===== src/rtl/clock_gen_prog_if.sv =====
// Control and status bundle for the programmable divided-clock generator.
// master drives enable/load/config, slave returns the clock and status.
interface clock_gen_prog_if #(
    parameter int WIDTH = 16
);
    logic             enable;
    logic             load;
    logic [WIDTH-1:0] cfg_period;
    logic [WIDTH-1:0] cfg_high;
    logic             clk_out;
    logic             rise_tick;
    logic             fall_tick;
    logic             running;
    logic             cfg_err;
    logic [WIDTH-1:0] period_count;

    modport master (
        output enable, load, cfg_period, cfg_high,
        input  clk_out, rise_tick, fall_tick, running, cfg_err, period_count
    );

    modport slave (
        input  enable, load, cfg_period, cfg_high,
        output clk_out, rise_tick, fall_tick, running, cfg_err, period_count
    );
endinterface


===== src/rtl/clock_gen_prog.sv =====
// Programmable divided clock: run-time period/high time, boundary-aligned
// reconfiguration, clean stop at a period end, and edge strobes.
module clock_gen_prog #(
    parameter int WIDTH          = 16,
    parameter int DEFAULT_PERIOD = 100,
    parameter int DEFAULT_HIGH   = 50
) (
    input logic             clk,
    input logic             rst,
    clock_gen_prog_if.slave bus
);
    typedef enum logic [1:0] {IDLE, RUN, STOP} state_t;

    localparam logic [WIDTH-1:0] DEF_P = WIDTH'(DEFAULT_PERIOD);
    localparam logic [WIDTH-1:0] DEF_H = WIDTH'(DEFAULT_HIGH);

    state_t           state;
    logic [WIDTH-1:0] cnt;
    logic [WIDTH-1:0] active_period;
    logic [WIDTH-1:0] active_high;
    logic [WIDTH-1:0] pend_period;
    logic [WIDTH-1:0] pend_high;
    logic             pend;
    logic [WIDTH-1:0] pcount;
    logic             clk_q;
    logic             rise_q;
    logic             fall_q;
    logic             run_q;
    logic             err_q;

    logic             cfg_ok;
    logic             last;
    logic             go_idle;
    logic             out_nxt;
    logic [WIDTH-1:0] cnt_nxt;

    always_comb begin
        cfg_ok  = (bus.cfg_period >= WIDTH'(2)) &&
                  (bus.cfg_high != '0) &&
                  (bus.cfg_high < bus.cfg_period);
        last    = (cnt == active_period - WIDTH'(1));
        cnt_nxt = last ? '0 : cnt + WIDTH'(1);
        go_idle = (state == STOP) && !bus.enable && last;
        // A stopping generator parks low instead of starting a new high phase
        out_nxt = !go_idle && (cnt_nxt < active_high);
    end

    always_ff @(posedge clk) begin
        if (rst) begin
            state         <= IDLE;
            cnt           <= '0;
            active_period <= DEF_P;
            active_high   <= DEF_H;
            pend_period   <= '0;
            pend_high     <= '0;
            pend          <= 1'b0;
            pcount        <= '0;
            clk_q         <= 1'b0;
            rise_q        <= 1'b0;
            fall_q        <= 1'b0;
            run_q         <= 1'b0;
            err_q         <= 1'b0;
        end else begin
            err_q  <= bus.load && !cfg_ok;
            rise_q <= 1'b0;
            fall_q <= 1'b0;
            case (state)
                IDLE: begin
                    if (bus.load && cfg_ok) begin
                        active_period <= bus.cfg_period;
                        active_high   <= bus.cfg_high;
                    end
                    if (bus.enable) begin
                        state  <= RUN;
                        cnt    <= '0;
                        clk_q  <= 1'b1;
                        rise_q <= 1'b1;
                        run_q  <= 1'b1;
                    end
                end
                RUN, STOP: begin
                    cnt    <= cnt_nxt;
                    clk_q  <= out_nxt;
                    rise_q <= out_nxt & ~clk_q;
                    fall_q <= ~out_nxt & clk_q;
                    if (last) begin
                        pcount <= pcount + WIDTH'(1);
                        if (pend) begin
                            active_period <= pend_period;
                            active_high   <= pend_high;
                            pend          <= 1'b0;
                        end
                    end
                    // Same-cycle load lands after the apply, so it waits a period
                    if (bus.load && cfg_ok) begin
                        pend_period <= bus.cfg_period;
                        pend_high   <= bus.cfg_high;
                        pend        <= 1'b1;
                    end
                    if (state == RUN) begin
                        if (!bus.enable)
                            state <= STOP;
                    end else if (bus.enable) begin
                        state <= RUN;
                    end else if (last) begin
                        state <= IDLE;
                        run_q <= 1'b0;
                    end
                end
                default: state <= IDLE;
            endcase
        end
    end

    assign bus.clk_out      = clk_q;
    assign bus.rise_tick    = rise_q;
    assign bus.fall_tick    = fall_q;
    assign bus.running      = run_q;
    assign bus.cfg_err      = err_q;
    assign bus.period_count = pcount;
endmodule


===== src/flat_wrapper.sv =====
// flat-port wrapper written by rule: the top's interface ports become plain ports
module clock_gen_prog_flat 
#(
    parameter int WIDTH          = 16,
    parameter int DEFAULT_PERIOD = 100,
    parameter int DEFAULT_HIGH   = 50
)
  (clk, rst, bus_enable, bus_load, bus_cfg_period, bus_cfg_high, bus_clk_out, bus_rise_tick, bus_fall_tick, bus_running, bus_cfg_err, bus_period_count);
  clock_gen_prog_if #(.WIDTH(WIDTH)) bus_i ();
  input logic clk;
  input logic rst;
  input wire logic [$bits(bus_i.enable)-1:0] bus_enable;
  input wire logic [$bits(bus_i.load)-1:0] bus_load;
  input wire logic [$bits(bus_i.cfg_period)-1:0] bus_cfg_period;
  input wire logic [$bits(bus_i.cfg_high)-1:0] bus_cfg_high;
  output wire logic [$bits(bus_i.clk_out)-1:0] bus_clk_out;
  output wire logic [$bits(bus_i.rise_tick)-1:0] bus_rise_tick;
  output wire logic [$bits(bus_i.fall_tick)-1:0] bus_fall_tick;
  output wire logic [$bits(bus_i.running)-1:0] bus_running;
  output wire logic [$bits(bus_i.cfg_err)-1:0] bus_cfg_err;
  output wire logic [$bits(bus_i.period_count)-1:0] bus_period_count;
  assign bus_i.enable = bus_enable;
  assign bus_i.load = bus_load;
  assign bus_i.cfg_period = bus_cfg_period;
  assign bus_i.cfg_high = bus_cfg_high;
  assign bus_clk_out = bus_i.clk_out;
  assign bus_rise_tick = bus_i.rise_tick;
  assign bus_fall_tick = bus_i.fall_tick;
  assign bus_running = bus_i.running;
  assign bus_cfg_err = bus_i.cfg_err;
  assign bus_period_count = bus_i.period_count;
  clock_gen_prog #(.WIDTH(WIDTH), .DEFAULT_PERIOD(DEFAULT_PERIOD), .DEFAULT_HIGH(DEFAULT_HIGH)) u_core (.clk(clk), .rst(rst), .bus(bus_i));
endmodule

===== config.mk =====
export PLATFORM = sky130hd
export DESIGN_NAME = clock_gen_prog_flat
export DESIGN_NICKNAME = d
export VERILOG_FILES = /design/src/rtl/clock_gen_prog_if.sv /design/src/rtl/clock_gen_prog.sv /design/src/flat_wrapper.sv
export SDC_FILE = /design/constraint.sdc
export NUM_CORES = 1
export LEC_CHECK = 0
export BUFFER_PORTS_ARGS = -buffer_cell sky130_fd_sc_hd__buf_2
export CORE_ASPECT_RATIO = 2
export CORE_MARGIN = 8
export CORE_UTILIZATION = 60
export CTS_BUF_LIST = sky130_fd_sc_hd__clkbuf_16
export DETAILED_ROUTE_END_ITERATION = 12
export PLACE_DENSITY = 0.77
export SLEW_MARGIN = 15
export SYNTH_ARGS = -nofsm -noshare
export SYNTH_HDL_FRONTEND = slang
export SYNTH_SLANG_ARGS = --single-unit

===== constraint.sdc =====
create_clock -name clk -period 6.6 [get_ports clk]
set_clock_uncertainty 0.1 [all_clocks]
set_input_delay 0.66 -clock clk [delete_from_list [all_inputs] [get_ports clk]]
set_output_delay 0.66 -clock clk [all_outputs]
set_load 0.03 [all_outputs]

# After elaboration in Yosys (flattened, before gate mapping)
# Cells that the tools add are included.
[classes]
addsub = 3
n_lt_le_gt_ge = 3
n_eq_ne = 11
n_mux = 26
n_bitwise = 5
n_reduce_logical = 23
[ops]
columns = ["operator", "n"]
rows = [
  ["16-bit 2-to-1 mux", 8],
  ["16-bit case mux with 2 select lines", 3],
  ["16-bit by 1-bit adder with 16-bit output (second input constant)", 2],
  ["16-bit less-than comparator", 2],
  ["16-bit == test", 1],
  ["16-bit by 2-bit greater-or-equal comparator with 1-bit output (second input constant)", 1],
  ["16-bit nonzero test", 1],
  ["16-bit by 1-bit subtractor with 16-bit output (second input constant)", 1],
  ["2-bit 2-to-1 mux", 5],
  ["2-bit AND reduction", 4],
  ["1-bit logical AND", 7],
  ["1-bit 2-to-1 mux", 6],
  ["2-bit by 1-bit != test with 1-bit output (second input constant)", 3],
  ["2-bit != test (second input constant)", 3],
  ["1-bit case mux with 2 select lines", 3],
  ["5-bit AND reduction", 1],
  ["4-bit by 2-bit != test with 1-bit output (second input constant)", 1],
  ["2-bit case mux with 2 select lines", 1],
  ["4-bit AND reduction", 1],
  ["2-bit nonzero test", 2],
  ["2-bit OR reduction", 2],
  ["1-bit logical NOT", 3],
  ["3-bit != test (second input constant)", 1],
  ["1-bit inverter", 3],
  ["other kinds (5)", 6],
]
[totals]
reg_bits = 104
input_bits = 36
output_inout_bits = 21
elab_cells = 84

# Logic depth before layout (Yosys ltp)
[logic_depth]
depth_word = 7
mapped_depth = 20
depth_no_buf = 16

# Least setup slack after synthesis
# No wires, ideal clock.
[synth_path]
kind = "reg-to-reg"
from = "reg u_core.active_period[0]"
to = "reg u_core.rise_q, in the netlist u_core.bus.rise_tick"
setup_time_ns = 0.086
arrival_time_ns = 4.451
required_time_ns = 6.414
slack_ns = 1.964
path_stages_with_launch = 21
n_path_buf = 4
period_less_slack_ns = 4.636
cell_sequence = "dfxtp_1 -> inv_1 -> ha_1 -> or3b_1 -> clkbuf_1 -> or4_4 -> mux2_4 -> a21oi_1 -> and4_1 -> buf_2 -> clkbuf_1 -> buf_1 -> nor2_1 -> ha_1 -> a21o_1 -> a21o_1 -> a211oi_1 -> o221ai_1 -> a31oi_1 -> nand4b_1 -> a211oi_1"
[synth_via]
elab_chain_len = 7
elab_cells_between_ends = 9
cone_classes = "add/sub: 1; order compare: 1; eq/ne: 1; mux: 2; bitwise: 1; reduce/logical: 3"
[synth_lines]
columns = ["item", "line_no", "rtl"]
rows = [
  ["start, declared", "clock_gen_prog.sv:19", "logic [WIDTH-1:0] active_period;"],
  ["start signal, assigned", "clock_gen_prog.sv:70", "active_period <= bus.cfg_period;"],
  ["start signal, assigned", "clock_gen_prog.sv:89", "active_period <= pend_period;"],
  ["16-bit by 1-bit subtractor with 16-bit output (*)", "clock_gen_prog.sv:41", "last = (cnt == active_period - WIDTH'(1));"],
  ["16-bit == test (*)", "clock_gen_prog.sv:41", ""],
  ["16-bit 2-to-1 mux / 1-bit logical AND (equally long branches)", "clock_gen_prog.sv:42, clock_gen_prog.sv:43", ""],
  ["16-bit less-than comparator / 1-bit logical NOT (equally long branches)", "clock_gen_prog.sv:45", "out_nxt = !go_idle && (cnt_nxt < active_high);"],
  ["1-bit logical AND (*)", "clock_gen_prog.sv:45", ""],
  ["1-bit AND (*)", "clock_gen_prog.sv:84", "rise_q <= out_nxt & ~clk_q;"],
  ["1-bit case mux with 2 select lines (*)", "clock_gen_prog.sv:67", "case (state)"],
  ["end signal, assigned", "clock_gen_prog.sv:84", ""],
  ["end, declared", "clock_gen_prog.sv:26", "logic rise_q;"],
]
# Mark *: on every way between the ends. The rest lies on a longest branch, timed or not.
# A chain may end at the register's enable or synchronous reset.

# Worst setup path in the final report
# Ends and elaborated chain as after synthesis.

==> flow_summary.json <==
{
  "status": "complete, no violations",
  "gp_congestion": 0.890,
  "dpl.hpwl_mm": 12.6,
  "synth_seq_cells": 104,
  "syn_area_um2": 6140,
  "cts_buffer_depth": 2,
  "path_class": "reg2reg",
  "min_path_type": "reg2reg",
  "relSlewSlack": 0.231,
  "ctsResizeCount": 0,
  "coreArea_um2": 10000,
  "startpoint_type": "register",
  "endpoint_kind": "register",
  "synth_cell_types": 66,
  "whs_ps": 385,
  "die_y_um": 159,
  "cts_buffers": 9,
  "grt_pass1_vias": 5521,
  "io_pins": 57,
  "wire_per_inst_um": 18.9,
  "cts_hold_buf": 0,
  "drv_slew": 0,
  "port_buffers": 56,
  "finalSetupTns_ps": 0,
  "finalHoldViolCount": 0,
  "htree_levels": 3,
  "antenna_cells": 0,
  "worstHoldStart": "u_core.pend$_SDFFE_PP0P_",
  "power.leakage_nw": 2.90,
  "synth_async_sr_flop_share": 0,
  "fin_crit_ps": 4930,
  "post_cts_buffers": 0,
  "cp_max_fo": 22,
  "setup_viol": 0,
  "crit_arrival_ps": 5100,
  "powerDensity_nw_per_um2": 219,
  "totalWireLength_mm": 16.9,
  "synth-warning-count": 0,
  "core.rowCount": 52,
  "clk_pin_slew_ps": 80,
  "postSynthNetCount": 807,
  "die_x_um": 87.5,
  "drive_above_1_share": 0.120,
  "grt_usage": 0.250,
  "multi_input_comb_area_um2": 3660,
  "avgViaCountPerCell": 6.22,
  "vias": 5558,
  "syn_avg_cell_area_um2": 8.37,
  "cp_slowest_cell": "and4_1",
  "layout.area.seq_um2": 2080,
  "grt_pass1_wl_mm": 27.7,
  "reg2reg_to": "u_core.bus.rise_tick$_SDFF_PP0_",
  "drt_first_pass_iters": 5,
  "required_ps": 6770,
  "reg2reg_depth": 16,
  "fin_nets": 827,
  "start_util": 0.613,
  "grt_max_degree": 50,
  "cap_violations": 0,
  "crit_chain": "inv_1 -> ha_1 -> or3b_1 -> or4_4 -> mux2_4 -> a21oi_1 -> and4_1 -> nor2_1 -> ha_1 -> a21o_1 -> a21o_1 -> a211oi_1 -> o221ai_1 -> a31oi_1 -> nand4b_1 -> a211oi_1",
  "drcViolationCount": 0,
  "ant_nets": 0,
  "yosysSeqAreaShare": 0.339,
  "nFillCells": 868,
  "fin_ws_ps": 1670,
  "reg2reg_slack_ps": 1670,
  "post-route-period-util": 0.747,
  "r2r-start": "u_core.active_period[0]$_SDFFE_PP0P_",
  "dp_slack_ps": 1770,
  "cts_sinks": 104,
  "rsz0062_at_grt": "no",
  "max_stage_delay_ps": 730,
  "holdPathEnd": "u_core.pend$_SDFFE_PP0P_",
  "worstMarginPinSlew_ps": 1150,
  "areaGrowthSynthToFinish_pct": 8.90,
  "clk_latency_ps": 350,
  "synthFlopType": "dfxtp_1",
  "max_freq_mhz": 203,
  "fp.dieArea_um2": 13900,
  "power.total_mw": 1.47,
  "hold_path_depth": 2,
  "peakVddDrop_mv": 0.211,
  "drt_iter0_markers": 326,
  "cts_root_buffer": "clkbuf_16",
  "critPathLaunch": "u_core.active_period[0]$_SDFFE_PP0P_",
  "grt_overflow": 0,
  "grt_antenna_before_repair": 0,
  "syn_inst": 734,
  "synth-edff-count": 0,
  "cts_tree": "done"
}
## cell type report
class | count | share of cell area
repair buffers | 59 | 0.0453
well taps | 135 | 0.0253
multi-input cells | 538 | 0.548
clock inverters | 7 | 0.0129
clock buffers | 9 | 0.0337
inverters | 42 | 0.0236
flip-flops and latches | 104 | 0.311
## logic make-up (layout without fill, tap and decap cells)
logic type,after synthesis,in the layout,synth area share
AO/OA/AOI/OAI,139,139,0.166
XOR/XNOR,40,40,0.0570
adder cells (fa/ha/maj),37,37,0.0754
buffers and inverters,92,117,0.0668
flip-flops,104,104,0.339
multiplexers,25,25,0.0418
AND/OR/NAND/NOR,297,297,0.254
## flip-flops by register name, summed over array words and instances (netlist names)
signal / flops
u_core.active_high: 16
u_core.active_period: 16
u_core.bus.cfg_err: 1
u_core.bus.clk_out: 1
u_core.bus.fall_tick: 1
u_core.bus.period_count: 16
u_core.bus.rise_tick: 1
u_core.bus.running: 1
u_core.cnt: 16
u_core.pend: 1
u_core.pend_high: 16
u_core.pend_period: 16
u_core.state: 2
## how the worst max path moves through the flow
stage	to	slack, ps
floorplan	u_core.bus.rise_tick$_SDFF_PP0_	1960
global placement	u_core.bus.rise_tick$_SDFF_PP0_	1820
detailed placement	u_core.bus.fall_tick$_SDFF_PP0_	1770
CTS	u_core.bus.rise_tick$_SDFF_PP0_	1720
global route	u_core.bus.fall_tick$_SDFF_PP0_	1330
finish	u_core.bus.rise_tick$_SDFF_PP0_	1670
## critical path: cells and delay by family (launching register included)
family                     cells  cell delay, ps
AOI/OAI and AO/OA              7            1500
adders and majority gates      2             550
buffers and inverters          1              80
DFF                            1             370
muxes                          1             330
and+or+nand+nor                5            1920
## power by group
part | internal [mW] | switching, mW
clock | 0.272 | 0.268
combinational | 0.0909 | 0.154
sequential | 0.655 | 0.0270
## per-layer routing
layer / GRT usage / share of wire / wire, µm
met4: 0.156 / 0.058 / 978
met2: 0.425 / 0.52 / 8830
met1: 0.277 / 0.38 / 6480
met3: 0.0408 / 0.036 / 617
met5: 0 / 0 / 0
## cell usage after synthesis (all sizes together), types with 8 or more instances
master | n | area [µm²]
a21o | 10 | 75.1
a21oi | 35 | 175
a221o | 27 | 270
a31oi | 9 | 56.3
and2 | 34 | 215
and3 | 9 | 56.3
buf | 17 | 129
clkbuf | 33 | 124
dfxtp | 104 | 2080
ha | 37 | 463
inv | 41 | 154
mux2i | 23 | 230
nand2 | 43 | 164
nand3 | 19 | 95.1
nand4 | 13 | 81.3
nor2 | 95 | 357
nor3b | 8 | 60.1
nor4 | 27 | 169
o21ai | 21 | 109
or4 | 9 | 71.3
xnor2 | 24 | 210
xor2 | 16 | 140
## layout by cell type, fill, tap and decap left out, types with 10 or more instances in the layout
master,synthesis,final
ha_1,37,37
nand3_1,19,18
buf_2,10,56
mux2i_1,23,23
dfxtp_1,104,104
xor2_1,16,16
xnor2_1,24,24
nor4_1,27,27
nor2_1,95,95
inv_1,41,41
a221o_1,27,27
a21oi_1,35,35
nand2_1,42,42
nand4_1,13,13
and2_1,33,33
a21o_1,10,10
o21ai_0,20,20
## metrics by stage
stage | util | std cells | area (µm²)
6_report | 0.667 | 894 | 6690
5_1_grt | 0.667 | 894 | 6690
4_1_cts | 0.667 | 894 | 6680
3_5_place_dp | 0.636 | 878 | 6370
3_3_place_gp | 0.636 | 878 | 6370
2_1_floorplan | - | 734 | 6140
No activity file was read; power rests on OpenSTA's default activity.
